==> src/rtl/ter_pkg.sv <==
// Ternary (mod-3) coefficient types and arithmetic helpers shared by the lane ALU.
// Codes: 00 = 0, 01 = +1, 11 = -1; 10 is illegal and reads as 0.
package ter_pkg;

    typedef logic [1:0] ter_t;

    localparam ter_t TER_ZERO = 2'b00;
    localparam ter_t TER_POS  = 2'b01;
    localparam ter_t TER_NEG  = 2'b11;
    localparam ter_t TER_BAD  = 2'b10;

    typedef enum logic [1:0] {
        TER_ADD    = 2'b00,
        TER_SUB    = 2'b01,
        TER_MUL    = 2'b10,
        TER_NEGATE = 2'b11
    } ter_op_t;

    function automatic ter_t ter_clean(ter_t x);
        return (x == TER_BAD) ? TER_ZERO : x;
    endfunction

    function automatic ter_t ter_neg(ter_t x);
        ter_t cx;
        cx = ter_clean(x);
        if (cx == TER_POS) return TER_NEG;
        if (cx == TER_NEG) return TER_POS;
        return TER_ZERO;
    endfunction

    // 1+1 = -1 and -1-1 = +1 in mod-3
    function automatic ter_t ter_add(ter_t x, ter_t y);
        ter_t cx;
        ter_t cy;
        cx = ter_clean(x);
        cy = ter_clean(y);
        if (cx == TER_ZERO) return cy;
        if (cy == TER_ZERO) return cx;
        if (cx == cy) return ter_neg(cx);
        return TER_ZERO;
    endfunction

    function automatic ter_t ter_mul(ter_t x, ter_t y);
        ter_t cx;
        ter_t cy;
        cx = ter_clean(x);
        cy = ter_clean(y);
        if ((cx == TER_ZERO) || (cy == TER_ZERO)) return TER_ZERO;
        return (cx == cy) ? TER_POS : TER_NEG;
    endfunction

endpackage

==> src/rtl/ter_vec_alu_if.sv <==
// Beat stream interface of the ternary vector ALU: input beats, result beats, error flag.
interface ter_vec_alu_if
    import ter_pkg::*;
#(
    parameter int unsigned LANES = 8
) ();
    logic                 in_valid;
    logic                 in_ready;
    logic [1:0]           in_op;
    logic [2*LANES-1:0]   in_a;
    logic [2*LANES-1:0]   in_b;
    logic                 out_valid;
    logic                 out_ready;
    logic [2*LANES-1:0]   out_z;
    logic                 out_last;
    ter_t                 out_sum;
    logic                 err_invalid;

    modport master (
        output in_valid, in_op, in_a, in_b, out_ready,
        input  in_ready, out_valid, out_z, out_last, out_sum, err_invalid
    );

    modport slave (
        input  in_valid, in_op, in_a, in_b, out_ready,
        output in_ready, out_valid, out_z, out_last, out_sum, err_invalid
    );
endinterface

==> src/rtl/ter_lane.sv <==
// One ternary lane: combinational add/sub/mul/negate plus illegal-code detection.
module ter_lane
    import ter_pkg::*;
(
    input  ter_t    a,
    input  ter_t    b,
    input  ter_op_t op,
    output ter_t    z,
    output logic    illegal
);

    always_comb begin
        z       = TER_ZERO;
        illegal = (a == TER_BAD) || ((op != TER_NEGATE) && (b == TER_BAD));
        case (op)
            TER_ADD:    z = ter_add(a, b);
            TER_SUB:    z = ter_add(a, ter_neg(b));
            TER_MUL:    z = ter_mul(a, b);
            TER_NEGATE: z = ter_neg(a);
            default:    z = TER_ZERO;
        endcase
    end

endmodule

==> src/rtl/ter_vec_alu.sv <==
// Streaming lane-parallel mod-3 ALU with polynomial framing and an x=1 evaluation sum.
// Optional build macro TER_VEC_ALU_SUM_EN enables the running-sum accumulator (out_sum).
module ter_vec_alu
    import ter_pkg::*;
#(
    parameter int unsigned LANES    = 8,
    parameter int unsigned POLY_LEN = 701
) (
    input  logic          clk,
    input  logic          rst,
    ter_vec_alu_if.slave  bus
);

    localparam int unsigned BEATS = (POLY_LEN + LANES - 1) / LANES;
    localparam int unsigned CNT_W = (BEATS > 1) ? $clog2(BEATS) : 1;
    localparam int unsigned W     = 2 * LANES;

    logic [CNT_W-1:0] cnt_q, cnt_d;
    logic             accept, is_last, out_free;
    ter_t             lane_z [LANES];
    logic [LANES-1:0] lane_ill;
    logic [W-1:0]     beat_z;
    ter_t             sum_new;

    logic             in_ready_q, in_ready_d;
    logic             err_q, err_d;
    logic             out_valid_q, out_valid_d;
    logic [W-1:0]     out_z_q, out_z_d;
    logic             out_last_q, out_last_d;
    ter_t             out_sum_q, out_sum_d;
    logic             skid_valid_q, skid_valid_d;
    logic [W-1:0]     skid_z_q, skid_z_d;
    logic             skid_last_q, skid_last_d;
    ter_t             skid_sum_q, skid_sum_d;

    assign is_last  = (cnt_q == CNT_W'(BEATS - 1));
    assign accept   = bus.in_valid & in_ready_q;
    assign out_free = ~out_valid_q | bus.out_ready;

    // Lanes past POLY_LEN on the final beat are padding and read as zero
    for (genvar i = 0; i < LANES; i++) begin : g_lane
        localparam int unsigned IDX = (BEATS - 1) * LANES + i;
        localparam bit          PAD = (IDX >= POLY_LEN);

        ter_lane u_lane (
            .a       (bus.in_a[2*i +: 2]),
            .b       (bus.in_b[2*i +: 2]),
            .op      (ter_op_t'(bus.in_op)),
            .z       (lane_z[i]),
            .illegal (lane_ill[i])
        );

        assign beat_z[2*i +: 2] = (PAD && is_last) ? TER_ZERO : lane_z[i];
    end

`ifdef TER_VEC_ALU_SUM_EN
    ter_t acc_q;
    ter_t beat_sum;

    always_comb begin
        beat_sum = TER_ZERO;
        for (int unsigned j = 0; j < LANES; j++) begin
            beat_sum = ter_add(beat_sum, beat_z[2*j +: 2]);
        end
    end

    assign sum_new = ter_add(acc_q, beat_sum);

    // Accumulates on acceptance; clears on the last beat of each polynomial
    always_ff @(posedge clk or posedge rst) begin
        if (rst) begin
            acc_q <= TER_ZERO;
        end else if (accept) begin
            acc_q <= is_last ? TER_ZERO : sum_new;
        end
    end
`else
    assign sum_new = TER_ZERO;
`endif

    // Output register plus one skid entry; in_ready tracks skid-empty one cycle late
    always_comb begin
        cnt_d        = cnt_q;
        err_d        = err_q;
        out_valid_d  = out_valid_q;
        out_z_d      = out_z_q;
        out_last_d   = out_last_q;
        out_sum_d    = out_sum_q;
        skid_valid_d = skid_valid_q;
        skid_z_d     = skid_z_q;
        skid_last_d  = skid_last_q;
        skid_sum_d   = skid_sum_q;

        if (accept) begin
            cnt_d = is_last ? '0 : cnt_q + CNT_W'(1);
            err_d = err_q | (|lane_ill);
        end

        if (out_free) begin
            if (skid_valid_q) begin
                out_valid_d  = 1'b1;
                out_z_d      = skid_z_q;
                out_last_d   = skid_last_q;
                out_sum_d    = skid_sum_q;
                skid_valid_d = 1'b0;
            end else if (accept) begin
                out_valid_d = 1'b1;
                out_z_d     = beat_z;
                out_last_d  = is_last;
                out_sum_d   = sum_new;
            end else begin
                out_valid_d = 1'b0;
            end
        end else if (accept) begin
            skid_valid_d = 1'b1;
            skid_z_d     = beat_z;
            skid_last_d  = is_last;
            skid_sum_d   = sum_new;
        end

        in_ready_d = ~skid_valid_d;
    end

    always_ff @(posedge clk or posedge rst) begin
        if (rst) begin
            cnt_q        <= '0;
            in_ready_q   <= 1'b0;
            err_q        <= 1'b0;
            out_valid_q  <= 1'b0;
            out_z_q      <= '0;
            out_last_q   <= 1'b0;
            out_sum_q    <= TER_ZERO;
            skid_valid_q <= 1'b0;
            skid_z_q     <= '0;
            skid_last_q  <= 1'b0;
            skid_sum_q   <= TER_ZERO;
        end else begin
            cnt_q        <= cnt_d;
            in_ready_q   <= in_ready_d;
            err_q        <= err_d;
            out_valid_q  <= out_valid_d;
            out_z_q      <= out_z_d;
            out_last_q   <= out_last_d;
            out_sum_q    <= out_sum_d;
            skid_valid_q <= skid_valid_d;
            skid_z_q     <= skid_z_d;
            skid_last_q  <= skid_last_d;
            skid_sum_q   <= skid_sum_d;
        end
    end

    assign bus.in_ready    = in_ready_q;
    assign bus.out_valid   = out_valid_q;
    assign bus.out_z       = out_z_q;
    assign bus.out_last    = out_last_q;
    assign bus.out_sum     = out_sum_q;
    assign bus.err_invalid = err_q;

endmodule

==> src/flat_wrapper.sv <==
// flat-port wrapper written by rule: the top's interface ports become plain ports
module ter_vec_alu_flat import ter_pkg::*;
#(
    parameter int unsigned LANES    = 8,
    parameter int unsigned POLY_LEN = 701
)
  (clk, rst, bus_in_valid, bus_in_op, bus_in_a, bus_in_b, bus_out_ready, bus_in_ready, bus_out_valid, bus_out_z, bus_out_last, bus_out_sum, bus_err_invalid);
  ter_vec_alu_if #(.LANES(LANES)) bus_i ();
  input  logic clk;
  input  logic rst;
  input wire logic [$bits(bus_i.in_valid)-1:0] bus_in_valid;
  input wire logic [$bits(bus_i.in_op)-1:0] bus_in_op;
  input wire logic [$bits(bus_i.in_a)-1:0] bus_in_a;
  input wire logic [$bits(bus_i.in_b)-1:0] bus_in_b;
  input wire logic [$bits(bus_i.out_ready)-1:0] bus_out_ready;
  output wire logic [$bits(bus_i.in_ready)-1:0] bus_in_ready;
  output wire logic [$bits(bus_i.out_valid)-1:0] bus_out_valid;
  output wire logic [$bits(bus_i.out_z)-1:0] bus_out_z;
  output wire logic [$bits(bus_i.out_last)-1:0] bus_out_last;
  output wire logic [$bits(bus_i.out_sum)-1:0] bus_out_sum;
  output wire logic [$bits(bus_i.err_invalid)-1:0] bus_err_invalid;
  assign bus_i.in_valid = bus_in_valid;
  assign bus_i.in_op = bus_in_op;
  assign bus_i.in_a = bus_in_a;
  assign bus_i.in_b = bus_in_b;
  assign bus_i.out_ready = bus_out_ready;
  assign bus_in_ready = bus_i.in_ready;
  assign bus_out_valid = bus_i.out_valid;
  assign bus_out_z = bus_i.out_z;
  assign bus_out_last = bus_i.out_last;
  assign bus_out_sum = bus_i.out_sum;
  assign bus_err_invalid = bus_i.err_invalid;
  ter_vec_alu #(.LANES(LANES), .POLY_LEN(POLY_LEN)) u_core (.clk(clk), .rst(rst), .bus(bus_i));
endmodule
==> config.mk <==
export PLATFORM = sky130hd
export DESIGN_NAME = ter_vec_alu_flat
export DESIGN_NICKNAME = d
export VERILOG_FILES = /design/src/rtl/ter_pkg.sv /design/src/rtl/ter_vec_alu_if.sv /design/src/rtl/ter_lane.sv /design/src/rtl/ter_vec_alu.sv /design/src/flat_wrapper.sv
export SDC_FILE = /design/constraint.sdc
export NUM_CORES = 1
export LEC_CHECK = 0
export CORE_MARGIN = 2
export CORE_UTILIZATION = 53
export CTS_CLUSTER_DIAMETER = 40
export CTS_CLUSTER_SIZE = 30
export DETAILED_ROUTE_END_ITERATION = 16
export PLACE_DENSITY = 0.81
export SLEW_MARGIN = 20
export SYNTH_ARGS = -nofsm -noshare
export SYNTH_HDL_FRONTEND = slang
export SYNTH_HIERARCHICAL = 1
export SYNTH_SLANG_ARGS = --single-unit
==> constraint.sdc <==
create_clock -name clk -period 1.9 [get_ports clk]
set_input_delay 0.57 -clock clk [delete_from_list [all_inputs] [get_ports clk]]
set_output_delay 0.57 -clock clk [all_outputs]
set_load 0.005 [all_outputs]
Word-level counts from Yosys, hierarchy flattened
Index checks and enable logic that the tools add are counted.

cells by class
  eq/ne operators = 101
  muxes and demuxes = 686
  bitwise gates (word level) = 6
  reductions and logical operators = 53
  add/subtract/negate cells = 1

operator list
  kind                                           number
  two-way mux 2 bit                              277
  two-way mux 1 bit                              398
  == test 2 bit, second input constant           58
  one-hot mux 2 bit (4 select lines)             8
  == test 2 x 1 -> 1 bit, second input constant  25
  logical NOT 2 bit                              25
  == test 2 bit                                  16
  two-way mux 16 bit                             2
  logical OR 1 bit                               16
  logical AND 1 bit                              8
  OR reduction 8 bit                             1
  adder 7 x 1 -> 7 bit, second input constant    1
  == test 7 bit, second input constant           1
  two-way mux 7 bit                              1
  AND reduction 2 bit                            2
  NOT 1 bit                                      3
  inequality test 2 bit, second input constant   1
  bitwise OR 1 bit                               2
  nonzero test 2 bit                             1
  bitwise AND 1 bit                              1

word-level totals
  output and inout bits = 22
  register bits after elaboration = 47
  logic and storage cells = 857
  input port bits = 38

Depth between registers and ports, before layout
Gate-level depths: netlist of the first run.

  depth in word-level cells = 34
  gate-level depth with buffers = 6
  depth with buffers taken out = 6

Modules after synthesis
The synthesis of the first run kept the hierarchy.

by module, submodules not included
  module       area each (µm²)  instances  seq. area each (µm²)  cells an instance
  ter_vec_alu  2,075.7          1          1,126.1               186
  ter_lane     135.1            8          0.0                   18

Worst setup path after synthesis of the first run
OpenSTA, ideal clock, no wires.

  kind = input -> register
  from = input bus_in_b[1]
  to = register u_core.out_z_q[1], in the netlist u_core/bus.out_z[1]
  arrival = 1.618 ns
  required time = 1.817 ns
  stages on the path = 5
  path slack = 0.199 ns
  buffers on the path = 0
  library setup time = 0.083 ns
  path through = or4b_1 -> and4_4 -> o22ai_2 -> mux2i_1 -> o21ai_0

on the way
  cells in the longest elaborated chain, start to end = 22
  elaborated cells between the ends (all ways) = 53
  classes of those cells = eq/ne: 6; mux: 44; reduce/logical: 3

RTL lines
  item                                  line                RTL
  from (decl)                           flat_wrapper.sv:14  input wire logic [$bits(bus_i.in_b)-1:0] bus_in_b;
  == test 2 bit                         ter_pkg.sv:20       return (x == TER_BAD) ? TER_ZERO : x;
  two-way mux 2 bit *                   ter_pkg.sv:20
  == test 2 bit                         ter_pkg.sv:27       if (cx == TER_NEG) return TER_POS;
  two-way mux 1 bit (2 in a row)        ter_pkg.sv:27
  two-way mux 1 bit                     ter_lane.sv:15      case (op)
  two-way mux 2 bit                     ter_pkg.sv:28       return TER_ZERO;
  two-way mux 2 bit                     ter_pkg.sv:27
  two-way mux 2 bit                     ter_lane.sv:15
  [... 6 more ...]                      --
  two-way mux 1 bit                     ter_lane.sv:15
  two-way mux 2 bit                     ter_pkg.sv:40       return TER_ZERO;
  two-way mux 2 bit                     ter_pkg.sv:39       if (cx == cy) return ter_neg(cx);
  two-way mux 2 bit                     ter_pkg.sv:38       if (cy == TER_ZERO) return cx;
  one-hot mux 2 bit (4 select lines) *  ter_lane.sv:15
  named net u_core.beat_z[1]            ter_vec_alu.sv:22   logic [W-1:0] beat_z;
  two-way mux 16 bit *                  ter_vec_alu.sv:106  end else if (accept) begin
  two-way mux 16 bit *                  ter_vec_alu.sv:100  if (skid_valid_q) begin
  to (signal assigned)                  ter_vec_alu.sv:142  out_z_q <= out_z_d;
  to (decl)                             ter_vec_alu.sv:28   logic [W-1:0] out_z_q, out_z_d;

Mark *: on every way through the listed nets, which the timed path passes. The rest lies on a longest branch. The select of a mux whose other input is x is not followed.
A chain may end at the register's enable or synchronous reset.

Final worst setup path of the first run
  from = input bus_in_b[14]
  to = register u_core.err_q, in the netlist u_core/bus.err_invalid

on the way
  cells in the longest elaborated chain, start to end = 5

RTL lines
  item                          line                RTL
  == test 2 bit                 ter_lane.sv:14      illegal = (a == TER_BAD) || ((op != TER_NEGATE) && (b == TER_BAD));
  logical AND 1 bit             ter_lane.sv:14
  logical OR 1 bit              ter_lane.sv:14
  named net u_core.lane_ill[7]  ter_vec_alu.sv:21   logic [LANES-1:0] lane_ill;
  OR reduction 8 bit            ter_vec_alu.sv:96   err_d = err_q | (|lane_ill);
  bitwise OR 1 bit              ter_vec_alu.sv:96
  to (signal assigned)          ter_vec_alu.sv:140  err_q <= err_d;
  to (decl)                     ter_vec_alu.sv:26   logic err_q, err_d;

The timed path passes the listed nets, and every way through them passes these cells.

==> results of run 1 <==
## final timing paths
check	start	depth (start not counted)	to	slack (ns)
setup / recovery	bus_in_b[14]	7	u_core/bus.err_invalid	-0.03
hold / removal	rst	2	u_core/bus.out_z[0]	0.49
setup reg to reg	u_core/cnt_q[3]	4	u_core/bus.out_last	0.32
hold reg to reg	u_core/skid_z_q[10]	2	u_core/skid_z_q[10]	0.49
max in group asynchronous	rst	3	u_core/cnt_q[6]	0.94
min in group clk	u_core/skid_z_q[10]	2	u_core/skid_z_q[10]	0.49
## flip-flops by register name (all words and copies together) (netlist names)
register	flops
u_core/bus.out_z	16
u_core/bus.out_last	1
u_core/bus.in_ready	1
u_core/bus.err_invalid	1
u_core/skid_valid_q	1
u_core/skid_z_q	16
u_core/bus.out_valid	1
u_core/cnt_q	7
u_core/skid_last_q	1
## per-stage QoR
step	std cells	instance area, um2	utilization (%)	power [W]
3_3_place_gp	512	4220	72.2	0.00267
5_1_grt	526	4580	78.3	0.00390
4_1_cts	525	4490	76.8	0.00367
2_1_floorplan	331	3160	-	0.00211
3_5_place_dp	512	4220	72.2	0.00276
6_report	526	4580	78.3	0.00370
## cells in the final DEF (no fill, tap or decap), types with 4 or more instances in the layout
cell type         n
and2b_1           9
o211ai_1         14
buf_4            59
o21ai_0          19
dlygate4sd2_1     4
mux2_2            4
buf_12            4
nand2_1          47
nand3b_1         10
and4bb_1          8
a31oi_1           6
a21oi_1           5
xnor2_1          15
nand3_1           7
o21ai_1          24
or2b_1            8
o22ai_1           8
or4b_1            5
clkdlybuf4s50_1  45
clkbuf_8          5
mux2i_1          10
mux2_4            6
nand2b_1         10
and4_4            8
dfrtp_1          45
o22ai_4           5
inv_1            10
dlymetal6s2s_1    6
## final cells by class
class,instances,area [um2]
well taps,75,93.8
flip-flops and latches,45,1130
inverters,11,41.3
repair buffers,124,1220
fillers,373,1270
clock buffers,5,68.8
clock inverters,3,65.1
multi-input cells,263,1970
## worst max-delay path: cells and delay by family
family / cells / cell delay, ns
AO/OA/AOI/OAI: 2 / 0.21
buffers and inverters: 2 / 0.62
AND/OR/NAND/NOR: 3 / 0.72
## cell families after synthesis
family / after synthesis
compound gates: 92
xor+xnor: 18
fa+ha+maj: 1
buf+inv: 23
flops: 45
mux: 20
other cells: 1
simple gates: 130
## power by group
part           internal [W]  switching, W  total (W)
Combinational      0.000785      0.000586    0.00137
Clock              0.000522      0.000334   0.000856
Sequential          0.00124      0.000233    0.00147
Total               0.00255       0.00115    0.00370
## layer usage
layer	wire length, um	up-vias
met4	195	0
met2	4660	115
met3	416	18
li1	-	1448
met5	0	-
met1	3520	1478
## repair_timing
action | in CTS | in global routing
pin swaps | 6 | 14
setup endpoints to repair | 30 | 20
cloned | 3 | 1
gates resized for setup | 18 | 20
buffers inserted | 2 | 0
==> reports/qor.log, run 1 <==
INFO  setup_path     worst-setup-path-type=in2reg
INFO  yosys          synth_enable_flop_cells=0
INFO  yosys          synth_commonest_cells=nand2_1 (47), dfrtp_1 (45), o21ai_0 (26), o21ai_1 (18), xnor2_1 (17)
INFO  grt            grt.total_usage=27.1%
INFO  floorplanning  dieWidth=81.2um
INFO  yosys          synthesis.instances=330
INFO  setup_path     cp-start-kind=input pin
INFO  timing         whs=0.489ns
INFO  cts            cts_hold_buf=0
INFO  cts            tritoncts=yes
INFO  final_layout   antenna_cells_inserted=0
INFO  yosys          yosys.cell_count.top_type=nand2_1
INFO  timing         timing.final.max_slew_violations=0
INFO  grt            via_count_of_the_first_global_routing_pass=3048
INFO  yosys          synth-seq-area-share=35.7%
INFO  final_layout   layout-area-overhead-vs-synth=45.1%
INFO  yosys          synth_seq_cells=45
INFO  final_layout   post_route_cells_drive_above_1_share=27.1%
INFO  grt            grt_antenna_before_repair=0
INFO  grt            groute.layer.met2.usage=48.4%
INFO  power_and_ir_drop power_density=808nW/um2
INFO  timing         timing.final.hold_violations=0
INFO  grt            overflow=0
INFO  place          port_buffers=57
INFO  yosys          synth_top_family_by_area=simple AND/OR/NAND/NOR gates
INFO  hold_path      hold_class=in2async
INFO  setup_path     worst_ep_arrival_time=2.13ns
INFO  cts            htree_num_levels=2
INFO  detailed_routing drc_errors=0
INFO  yosys          syn-mean-instance-area=9.57um2
INFO  power_and_ir_drop peakVddDrop=0.793mV
INFO  timing         final.period_utilization=102%
INFO  floorplanning  floorplan.initialDensity=54.0%
INFO  yosys          yosys-top-cells-area=dfrtp_1 (36%), nand2_1 (5.6%), xnor2_1 (4.7%), o21ai_0 (4.1%), o211ai_1 (3.3%)
INFO  place          place_congestion=0.832
INFO  yosys          synth-adder-area-share=0.396%
INFO  setup_path     worst_setup_path_end_kind=flip-flop
INFO  status         violations=setup timing
INFO  yosys          yosys.area.top_type_share=35.7%
INFO  detailed_routing drtIter0Drc=225
INFO  place          post-dp-hpwl=5.89mm
INFO  grt            grt_start_max_net_pins=39
INFO  timing         setup_slack=-0.0288ns
INFO  floorplanning  top_level_ports=60
INFO  detailed_routing detail_route.vias_per_cell=5.82
INFO  grt            gr-max-usage-layer=met2
INFO  grt            grt.met1_usage=33.0%
INFO  detailed_routing route.detailed.wl_per_inst=16.7um
INFO  timing         setup_violations=1
INFO  floorplanning  core_area=5850um2
INFO  grt            grt_first_pass_wirelength=13.9mm
INFO  yosys          synthFlopType=dfrtp_1
INFO  status         run_status=finished with violations
INFO  floorplanning  dieHeight=81.2um
INFO  place          post-place-ws=-0.565ns
INFO  setup_path     cp_cell_sequence=clkdlybuf4s50_1, buf_4, nand3b_1, o21ai_1, nor4_1, a21oi_1, or2_2
INFO  power_and_ir_drop cellLeakagePower=2.03nW
INFO  yosys          synth-warning-count=6
INFO  timing         worst_clock_skew=0.00730ns
INFO  cts            cts.reportedPaths.clkPinSlew=0.09ns
INFO  setup_path     worst_ep_required_time=2.10ns
INFO  cts            max-clock-path-buffers=2
INFO  cts            cts_sinks=45
INFO  yosys          post_synth_num_cell_types=45
INFO  detailed_routing drt_pass1_iterations=4
INFO  job            drv_cap=0
INFO  yosys          post-synth-top-area-cell=dfrtp_1
INFO  timing         timing.setup.tns=-0.0288ns
INFO  setup_path     slowest_stage_cell_cp=clkdlybuf4s50_1
INFO  cts            clk_latency=0.30ns
INFO  detailed_routing dr_total_vias=3059
INFO  yosys          yosys.area_share.xor_xnor=4.99%
INFO  grt            grtUsageMet3=4.00%
INFO  floorplanning  floorplan.die_area=6590um2
INFO  yosys          synth_area_in_simple_gates=27.6%
INFO  floorplanning  placement_rows=28
INFO  yosys          post_synth_mux_area_share=7.45%
INFO  setup_path     crit_path_max_fanout=6
INFO  timing         fmax=518MHz
INFO  setup_path     max_stage_delay=0.48ns
INFO  yosys          synth-compound-area-share=19.0%
INFO  final_layout   design.final.nets=489
INFO  yosys          async_reset_ff_share=100%
INFO  detailed_routing ant_nets=0
INFO  detailed_routing postRouteWirelength=8.79mm
INFO  cts            cts-root-buf=clkbuf_8
INFO  cts            tritoncts.num_buffers=5
INFO  timing         min_period=1.93ns
INFO  yosys          netlist_area=3160um2
Power figures use the tool's default switching activity.
==> run 2, diff against run 1 <==
--- a/config.mk
+++ b/config.mk
@@ -5,12 +5,11 @@
 export SDC_FILE = /design/constraint.sdc
 export NUM_CORES = 1
 export LEC_CHECK = 0
-export CORE_MARGIN = 2
-export CORE_UTILIZATION = 53
+export CORE_MARGIN = 3
+export CORE_UTILIZATION = 25
 export CTS_CLUSTER_DIAMETER = 40
 export CTS_CLUSTER_SIZE = 30
 export DETAILED_ROUTE_END_ITERATION = 16
-export PLACE_DENSITY = 0.81
 export SLEW_MARGIN = 20
 export SYNTH_ARGS = -nofsm -noshare
 export SYNTH_HDL_FRONTEND = slang
==> run 2 against run 1 <==
Effect of this change: the flow now finishes without violations; sequential power hardly changed; critical path depth is 1 lower; global-route usage is 15 points lower; die area is 110% higher.
==> reports/qor.log, run 2 (synthesis gave the netlist of run 1 again) <==
INFO  grt            grt_antenna_before_repair=0
INFO  floorplanning  top_level_ports=60
INFO  cts            tritoncts=yes
INFO  power_and_ir_drop peakVddDrop=0.363mV
INFO  place          place_congestion=0.766
INFO  cts            cts-root-buf=clkbuf_16
INFO  timing         worst_clock_skew=0.00367ns
INFO  grt            grt_first_pass_wirelength=14.2mm
INFO  setup_path     cp-start-kind=input pin
INFO  setup_path     crit_buf_inv=1
INFO  detailed_routing drc_errors=0
INFO  setup_path     critical-path-top-delay-family=simple AND/OR/NAND/NOR gates
INFO  cts            htree_num_levels=2
INFO  detailed_routing route.detailed.wl_per_inst=14.0um
INFO  hold_path      hold_class=reg2reg
INFO  cts            cts_sinks=45
INFO  timing         timing.final.max_slew_violations=0
INFO  place          port_buffers=57
INFO  detailed_routing drtIter0Drc=98
INFO  power_and_ir_drop cellLeakagePower=2.01nW
INFO  grt            grt.total_usage=12.1%
INFO  setup_path     critPathLaunch=bus_in_b[15]
INFO  grt            grt.met1_usage=16.0%
INFO  setup_path     crit_path_max_fanout=2
INFO  timing         whs=0.479ns
INFO  detailed_routing dr_total_vias=2901
INFO  grt            grt_start_max_net_pins=32
INFO  final_layout   layout_common_cells=buf_4 (63), nand2_1 (47), dfrtp_1 (45), clkdlybuf4s50_1 (44), o21ai_1 (23)
INFO  final_layout   post_route_cells_drive_above_1_share=27.5%
INFO  floorplanning  floorplan.die_area=14000um2
INFO  detailed_routing drt_pass1_iterations=4
INFO  timing         fmax=543MHz
INFO  place          post-dp-hpwl=6.33mm
INFO  grt            overflow=0
INFO  final_layout   layout.cells.most_common=buf_4
INFO  floorplanning  dieWidth=118um
INFO  timing         min_period=1.84ns
INFO  cts            max-clock-path-buffers=2
INFO  cts            cts_hold_buf=0
INFO  grt            groute.layer.met2.usage=20.7%
INFO  timing         final.period_utilization=97.0%
INFO  setup_path     rrSetupSlack=0.38ns
INFO  grt            gr-max-usage-layer=met2
INFO  floorplanning  floorplan.initialDensity=26.0%
INFO  detailed_routing detail_route.vias_per_cell=4.66
INFO  final_layout   design.final.nets=493
INFO  final_layout   antenna_cells_inserted=0
INFO  setup_path     startpoint_of_the_worst_slack_reg_to_reg_timing_path=u_core/cnt_q[3]
INFO  setup_path     worst_ep_arrival_time=2.05ns
INFO  setup_path     worst_r2r_endpoint=u_core/bus.out_last
INFO  setup_path     critical_path.endpoint=u_core/bus.out_z[15]
INFO  grt            grtUsageMet3=1.67%
INFO  place          placed_cells_incl_taps=609
INFO  timing         timing.final.hold_violations=0
INFO  cts            tritoncts.num_buffers=5
INFO  setup_path     worst_setup_path_end_kind=flip-flop
INFO  floorplanning  placement_rows=40
INFO  status         run_status=finished clean
INFO  timing         setup_slack=0.0575ns
INFO  setup_path     max_stage_delay=0.48ns
INFO  setup_path     slowest_stage_cell_cp=or4b_1
INFO  setup_path     worst_ep_required_time=2.10ns
INFO  cts            clk_latency=0.28ns
INFO  final_layout   layout-area-overhead-vs-synth=49.6%
INFO  floorplanning  core_area=12200um2
INFO  final_layout   final-instance-count-excl-fill=623
INFO  grt            via_count_of_the_first_global_routing_pass=2971
INFO  setup_path     worst-setup-path-type=in2reg
INFO  setup_path     cp_cell_sequence=clkdlybuf4s50_1, or4b_1, and4_4, o22ai_4, nand3b_1, a21oi_1
INFO  cts            cts.reportedPaths.clkPinSlew=0.06ns
INFO  floorplanning  dieHeight=118um
INFO  place          post-place-ws=-0.629ns
INFO  timing         timing.setup.tns=0ns
INFO  job            drv_cap=0
INFO  detailed_routing ant_nets=0
INFO  detailed_routing postRouteWirelength=8.72mm
INFO  timing         setup_violations=0
INFO  setup_path     cp_num_cells=6
INFO  final_layout   layout_filler_cell_count=1204
INFO  setup_path     timing.reg2reg.worst_path_depth=4
INFO  power_and_ir_drop power_density=787nW/um2
[run 2: cell types whose count changed in the layout (fill, tap and decap cells not counted), sizes merged]
cell | previous run | this run
dlygate4sd2 | 4 | 11
buf | 64 | 69
clkbuf | 7 | 8
clkdlybuf4s50 | 45 | 44
dlymetal6s2s | 6 | 0
bufinv | 2 | 0
[run 2: power breakdown]
group          switching [W]  internal, W  total (W)
Clock               0.000347     0.000557   0.000903
Sequential          0.000224      0.00124    0.00147
Combinational       0.000562     0.000782    0.00134
[run 2: how the worst min path moves through the flow]
stage	cells past startpoint	slack, ns	to	from
5_1_grt	2	0.52	u_core/bus.out_z[0]	u_core/bus.out_z[0]
6_report	2	0.48	u_core/bus.out_z[0]	u_core/bus.out_z[0]
3_5_place_dp	2	0.47	u_core/bus.out_z[0]	u_core/bus.out_z[0]
2_1_floorplan	2	0.45	u_core/skid_z_q[14]	u_core/skid_z_q[14]
4_1_cts	2	0.48	u_core/skid_z_q[15]	u_core/skid_z_q[15]
3_3_place_gp	2	0.46	u_core/skid_z_q[12]	u_core/skid_z_q[12]
[run 2: final cells by class]
type / count / area [um2] / area share, %
multi-input cells: 263 / 1970 / 41.8
repair buffers: 128 / 1210 / 25.7
flip-flops and latches: 45 / 1130 / 23.8
well taps: 168 / 210 / 4.45
clock buffers: 7 / 153 / 3.23
inverters: 11 / 41.3 / 0.874
clock inverters: 1 / 5.00 / 0.106
[run 2: metal layers]
layer / up-vias / wire [um]
li1: 1459 / -
met5: - / 0
met3: 12 / 304
met2: 65 / 4180
met4: 0 / 157
met1: 1365 / 4070
[run 2: what timing repair did]
| action | in CTS | in global routing |
|---|---|---|
| gates cloned | 3 | 1 |
| buffers inserted | 2 | 1 |
| endpoints found under the setup margin | 31 | 17 |
| gates resized for setup | 25 | 13 |
| pin swaps | 7 | 15 |
[run 2: worst register-to-register path, cell delays in order, from the launching register on]
cell      delay (ns)
dfrtp_1         0.46
nor3b_2         0.23
nand4_2         0.33
o211ai_1        0.30
o21a_1          0.15
[run 2: metrics by stage]
stage	power, W	util (%)	cell area [um2]
floorplan	0.00211	-	3160
global placement	0.00272	35.8	4360
detailed placement	0.00277	35.8	4360
CTS	0.00373	38.1	4640
global route	0.00396	38.8	4720
finish	0.00371	38.8	4720
